==> src/rtl/pc_sequencer.sv <==
// pc_sequencer: MIPS fetch-stage PC register with IDLE/RUN/WAIT/HALT run control.
// Optional macro PC_ALIGN_CHECK_EN: a misaligned branch/jump target sets sticky misaligned and halts.
module pc_sequencer #(
    parameter int                  PC_WIDTH = 32,
    parameter logic [PC_WIDTH-1:0] RESET_PC = '0
) (
    input  logic                clk,
    input  logic                rst_n,
    input  logic                start,
    input  logic                step_mode,
    input  logic                step,
    input  logic                clear,
    input  logic                stall,
    input  logic                branch_taken,
    input  logic [PC_WIDTH-1:0] branch_target,
    input  logic                jump,
    input  logic [PC_WIDTH-1:0] jump_target,
    input  logic                halt_detect,
    output logic [PC_WIDTH-1:0] pc,
    output logic [PC_WIDTH-1:0] pc_plus4,
    output logic                fetch_valid,
    output logic                halted,
    output logic [1:0]          state,
    output logic                misaligned
);
    typedef enum logic [1:0] {S_IDLE = 2'd0, S_RUN = 2'd1, S_WAIT = 2'd2, S_HALT = 2'd3} state_t;
    state_t cur, nxt;
    logic [PC_WIDTH-1:0] pc_nxt, tgt;
    logic fv_nxt, adv, redirect, bad;
    assign pc_plus4 = pc + PC_WIDTH'(4);
    assign state    = cur;
    assign halted   = (cur == S_HALT);
    assign adv      = (cur == S_RUN) || (cur == S_WAIT && step);
    assign redirect = branch_taken || jump;
    assign tgt      = branch_taken ? branch_target : jump_target;
`ifdef PC_ALIGN_CHECK_EN
    logic mis_q;
    assign bad        = redirect && (tgt[1:0] != 2'b00);
    assign misaligned = mis_q;
    always_ff @(posedge clk or negedge rst_n)
        if (!rst_n) mis_q <= 1'b0;
        else        mis_q <= !clear && (mis_q || (adv && bad));
`else
    assign bad        = 1'b0;
    assign misaligned = 1'b0;
`endif
    // A HALT on the flushed path behind a taken branch must not stop the machine.
    always_comb begin
        nxt    = cur;
        pc_nxt = pc;
        fv_nxt = 1'b0;
        if (clear) begin
            nxt    = S_IDLE;
            pc_nxt = RESET_PC;
        end else begin
            if (cur == S_IDLE && start) nxt = step_mode ? S_WAIT : S_RUN;
            if (cur == S_WAIT && start && !step_mode) nxt = S_RUN;
            if (adv) begin
                if ((halt_detect && !branch_taken) || bad) nxt = S_HALT;
                else if (redirect) begin
                    pc_nxt = tgt;
                    fv_nxt = 1'b1;
                end else if (!stall) begin
                    pc_nxt = pc_plus4;
                    fv_nxt = 1'b1;
                end
            end
        end
    end
    always_ff @(posedge clk or negedge rst_n)
        if (!rst_n) begin
            cur         <= S_IDLE;
            pc          <= RESET_PC;
            fetch_valid <= 1'b0;
        end else begin
            cur         <= nxt;
            pc          <= pc_nxt;
            fetch_valid <= fv_nxt;
        end
endmodule

==> config.mk <==
export PLATFORM = sky130hd
export DESIGN_NAME = pc_sequencer
export DESIGN_NICKNAME = d
export VERILOG_FILES = /design/src/rtl/pc_sequencer.sv
export SDC_FILE = /design/constraint.sdc
export NUM_CORES = 1
export LEC_CHECK = 0
export BUFFER_PORTS_ARGS = -buffer_cell sky130_fd_sc_hd__buf_2
export CAP_MARGIN = 20
export CORE_AREA = 3 3 86 88
export DETAILED_ROUTE_END_ITERATION = 10
export DIE_AREA = 0 0 89 91
export GPL_ROUTABILITY_DRIVEN = 0
export PLACE_DENSITY_LB_ADDON = 0.3
export SLEW_MARGIN = 20
export SYNTH_ARGS = -nofsm -noshare
export SYNTH_HDL_FRONTEND = slang
export SYNTH_SLANG_ARGS = --single-unit
export TNS_END_PERCENT = 1
==> constraint.sdc <==
create_clock -name clk -period 1.8 [get_ports clk]
set_input_delay 0.09 -clock clk [delete_from_list [all_inputs] [get_ports clk]]
set_output_delay 0.09 -clock clk [all_outputs]
set_load 0.05 [all_outputs]
* Word-level counts from Yosys, hierarchy flattened
Cells that the tools add are included.
** Storage, ports and cells
- Register bits after elaboration :: 35
** Cells by class
- $add $sub $neg :: 1
- Equality and inequality tests :: 5
- Multiplexer cells :: 17
- Reduce and logical (&&, ||, !) cells :: 12
** Operators with widths (number)
- $mux W32 :: 6
- $add A32 B3 Y32 const B :: 1
- $mux W2 :: 6
- $logic_and A1 B1 Y1 :: 5
- $mux W1 :: 5
- $eq A2 B2 Y1 const B :: 2
- $ne A3 B2 Y1 const B :: 1
- $reduce_and A3 Y1 :: 1
- $eq A2 B1 Y1 const B :: 1
- $logic_not A1 Y1 :: 2
- $logic_not A2 Y1 :: 1
- $logic_or A1 B1 Y1 :: 2
- $ne A2 B2 Y1 const B :: 1
- $reduce_bool A2 Y1 :: 1

* Logic depth before layout (Yosys ltp)
- Depth in word-level cells :: 7
- Mapped depth :: 8

* Least setup slack after synthesis
No wires, ideal clock.
- Path type :: flip-flop to output port
- From :: register pc[2]
- To :: output port pc_plus4[20]
- Arrival :: 2808 ps
- Data required time :: 1710 ps
- Path slack :: -1098 ps
- Cell stages (with the launch flop) :: 6
- Path buffers :: 0
- Cells stage by stage :: dfrtp_1 ha_1 nand3_1 or3_1 or4_4 xnor2_1
** Between the ends
- Word-level cells in the longest chain between the ends :: 1
** Ends and longest elaborated chain
- start: declaration :: line 19 : output logic [PC_WIDTH-1:0] pc,
- start signal: assignment :: line 77 : pc <= pc_nxt;
- $add A32 B3 Y32 :: line 30 : assign pc_plus4 = pc + PC_WIDTH'(4);
- end: declaration :: line 20 : output logic [PC_WIDTH-1:0] pc_plus4,
Every way passes these cells.

* Final worst setup path
- From :: register pc[4]
- To :: output port pc_plus4[20]
Same word-level chain as after synthesis.

==> reports/results.txt <==
DRC = 0
Syn nets = 403
VDD IR-drop max = 283.3 µV
Clock tree sinks = 35
M2 GR Usage = 42.57%
Sw Ratio = 41.16%
Most frequent cell after synthesis = dfrtp_1
Remaining global-route overflow = 0
Post-Syn Area = 0.002823 mm²
Final period util = 120.7%
WL per Instance = 16.91 µm
Routed Antenna Nets = 0
Post-layout min period = 2.172 ns
FILL cells = 553
Number of synthesized flops with an enable pin = 0
Vias in the first global route = 3,393
Worst hold start = branch_target[12]
Setup WS post-layout = -0.3722 ns
Reg power frac = 34.0%
Rel. slew slack = 66.32%
Net count reported at finish = 601
First-pass GRT wire length = 16,290 µm
Largest net degree at the start of global routing = 36
Reg2reg start = pc[2]
Via count = 3,392
Register area share after synthesis = 31.03%
CTS root buf = clkbuf_8
Dpl cells = 597
Initial antenna violation count = 0
CP cell instances = nand4_4 -> or3_4 -> or4_4 -> xnor2_4 -> buf_6
Area Growth Syn to Fin = 63.87%
Synthesized area per cell = 8.606 µm²
Worst-path clk slew = 0.07 ns
Clock share of power = 21.8%
Worst path max stage delay = 0.47 ns
Arr. time, crit path = 2.08 ns
Synth area leader = dfrtp_1
Crit path from = pc[4]
Combinational Power Share = 44.2%
Ranking of synthesized cells by area = dfrtp_1, xnor2_1, mux2i_1, nor2_1, a22oi_1
Endpoints failing setup = 51
Number of CTS-inserted buffers = 5
LEAKAGE = 2.348 nW
Core ar. = 0.006719 mm²
Die width = 89 µm
Register bit total from synthesis = 35
Slowest CP cell = or4_4
Antenna fix cells = 0
FMAX = 460.4 MHz
Ys async rst share = 100.0%
GR Layer Usage met3 = 4.446%
Crit start category = register
Count of input and output buffers = 141
Most used DFF post-synth = dfrtp_1
Die Y = 91 µm
Worst Setup Path Type = register to output pin
Drt pass-1 iters = 4
Worst Hold Class = input pin to register
Net Sw Power = 1.076 mW
Outcome = complete, but fails checks
Slew of the pin with the lowest slew margin = 0.5041 ns
Fin. Hold Viols = 0
Worst Path Max Fanout = 5
Post-synth top area share = 31.03%
Slew Limit Fails = 0
Die area = 0.008099 mm²
Global Route met1 Usage = 33.22%
GRT Overall Usage = 25.42%
Ports = 143
CP required = 1.71 ns
GR peak layer = met2
P_int = 1.538 mW
DP Wirelength = 7953 µm
RSZ-0062 raised after global routing = yes
Vias per cell = 5.588
TritonCTS clock tree = yes
Non-Filler Instances = 607
Initial drt markers = 232
Clk Latency, worst-skew pair = 0.30 ns
Syn. warnings = 0
Layout cells sized above 1 = 56.36%
Synthesized instance count = 328
Placement Rows = 30
Starting density of the core = 42.01%
Pwr per Cell Area = 565.0 mW/mm²
H-Tree Depth = 2
Reg2reg setup slack = -0.16 ns
MaxCap Viol Count = 0
Design Area, Final = 0.004626 mm²
Post-synth top cells = dfrtp_1, nor2_1, xnor2_1, nand2_1
Synth unique cells = 58
Critical Path Sink Type = output pin
Final Skew = 0.006463 ns
Max Root-Sink Buffers = 2
Placement Cell Area = 0.004320 mm²
Post-route setup TNS = -7.284 ns
Failing checks = setup timing
WL final = 10,270 µm
==> layout by cell type, fill, tap and decap left out, types with 4 or more instances in the layout <==
master	Yosys	routed
o21ai_2	6	6
nand4_1	9	9
xnor2_1	23	5
nor3_1	11	9
xnor2_2	0	13
dfrtp_1	35	15
a211o_1	6	6
xnor2_4	0	5
o22ai_1	4	4
buf_2	4	117
nand2_1	20	20
o21ai_0	12	12
nor2_1	32	28
a21oi_1	16	16
buf_4	3	80
a221o_1	5	5
dfrtp_2	0	20
a211oi_1	5	5
a22oi_1	13	13
o22ai_2	4	4
mux2i_1	12	12
nand3_1	16	13
o31ai_1	5	4
clkbuf_8	0	5
inv_1	11	11
a22o_1	6	6
a21o_1	4	4
buf_6	1	15
==> metal layers <==
metal / wire length (µm) / up-vias
li1: - / 1617
met1: 4319 / 1616
met2: 5074 / 146
met3: 752 / 13
met4: 120 / 0
met5: 0 / -
==> power by group through the flow <==
stage / Combinational [mW] / Sequential (mW) / Clock (mW)
2_1_floorplan: 0.509 / 1.12 / 0
3_3_place_gp: 1.08 / 0.899 / 0
3_5_place_dp: 1.10 / 0.902 / 0
4_1_cts: 1.14 / 0.888 / 0.566
5_1_grt: 1.23 / 0.895 / 0.598
6_report: 1.16 / 0.888 / 0.569
==> path summary, 6_finish.rpt <==
kind,cells after the start,to
max,5,pc_plus4[20]
min,3,pc[12]
max reg2reg,7,pc[23]
min reg2reg,2,pc[0]
max in group asynchronous,3,pc[17]
min in group asynchronous,3,pc[15]
==> worst max-delay path, delay by kind of cell (launching register included) <==
kind,cells,cell delay (ns)
DFF,1,0.39
and+or+nand+nor,3,1.03
xor gates and xnor gates,1,0.18
buffers and inverters,1,0.17
==> stage by stage <==
stage	power, mW	util, %	hold slack [ns]	setup slack [ns]
floorplan	1.628	-	-0.2056	-0.4253
global placement	1.981	64.30	0.06957	-0.1517
detailed placement	1.998	64.30	0.07320	-0.1992
CTS	2.598	68.01	0.04757	-0.3699
global route	2.720	68.85	0.05641	-0.4250
finish	2.613	68.85	0.04036	-0.3722
==> logic make-up (layout without fill, tap and decap cells) <==
logic type / Yosys count / count (layout) / synth area share, %
buffers and inverters: 36 / 235 / 6.560
multiplexers: 12 / 12 / 4.255
XOR/XNOR: 28 / 28 / 8.688
other: 1 / 1 / 0.1329
adder cells (fa/ha/maj): 1 / 1 / 0.4432
flip-flops: 35 / 35 / 31.03
AO/OA/AOI/OAI: 98 / 98 / 26.55
AND/OR/NAND/NOR: 117 / 117 / 22.34
==> area by class of cell <==
type / count / area [µm²] / area share (%)
clock buffers: 8 / 80.08 / 1.731
inverters: 12 / 50.05 / 1.082
multi-input cells: 257 / 2090 / 45.17
flip-flops and latches: 35 / 900.9 / 19.48
well taps: 80 / 100.1 / 2.164
repair buffers: 215 / 1405 / 30.38
==> timing repair <==
action                                  CTS  global route
endpoints found under the setup margin   54            54
endpoints found under the hold margin    35             0
pin swaps                                 8             6
resized for setup                        47            13
hold buffers                              1             0
buffers inserted                          0             1
==> registers in the layout, indices dropped and copies added, names as in the netlist <==
register     cells
pc              32
state            2
fetch_valid      1
Note: power is estimated with default switching activity, not from simulation.
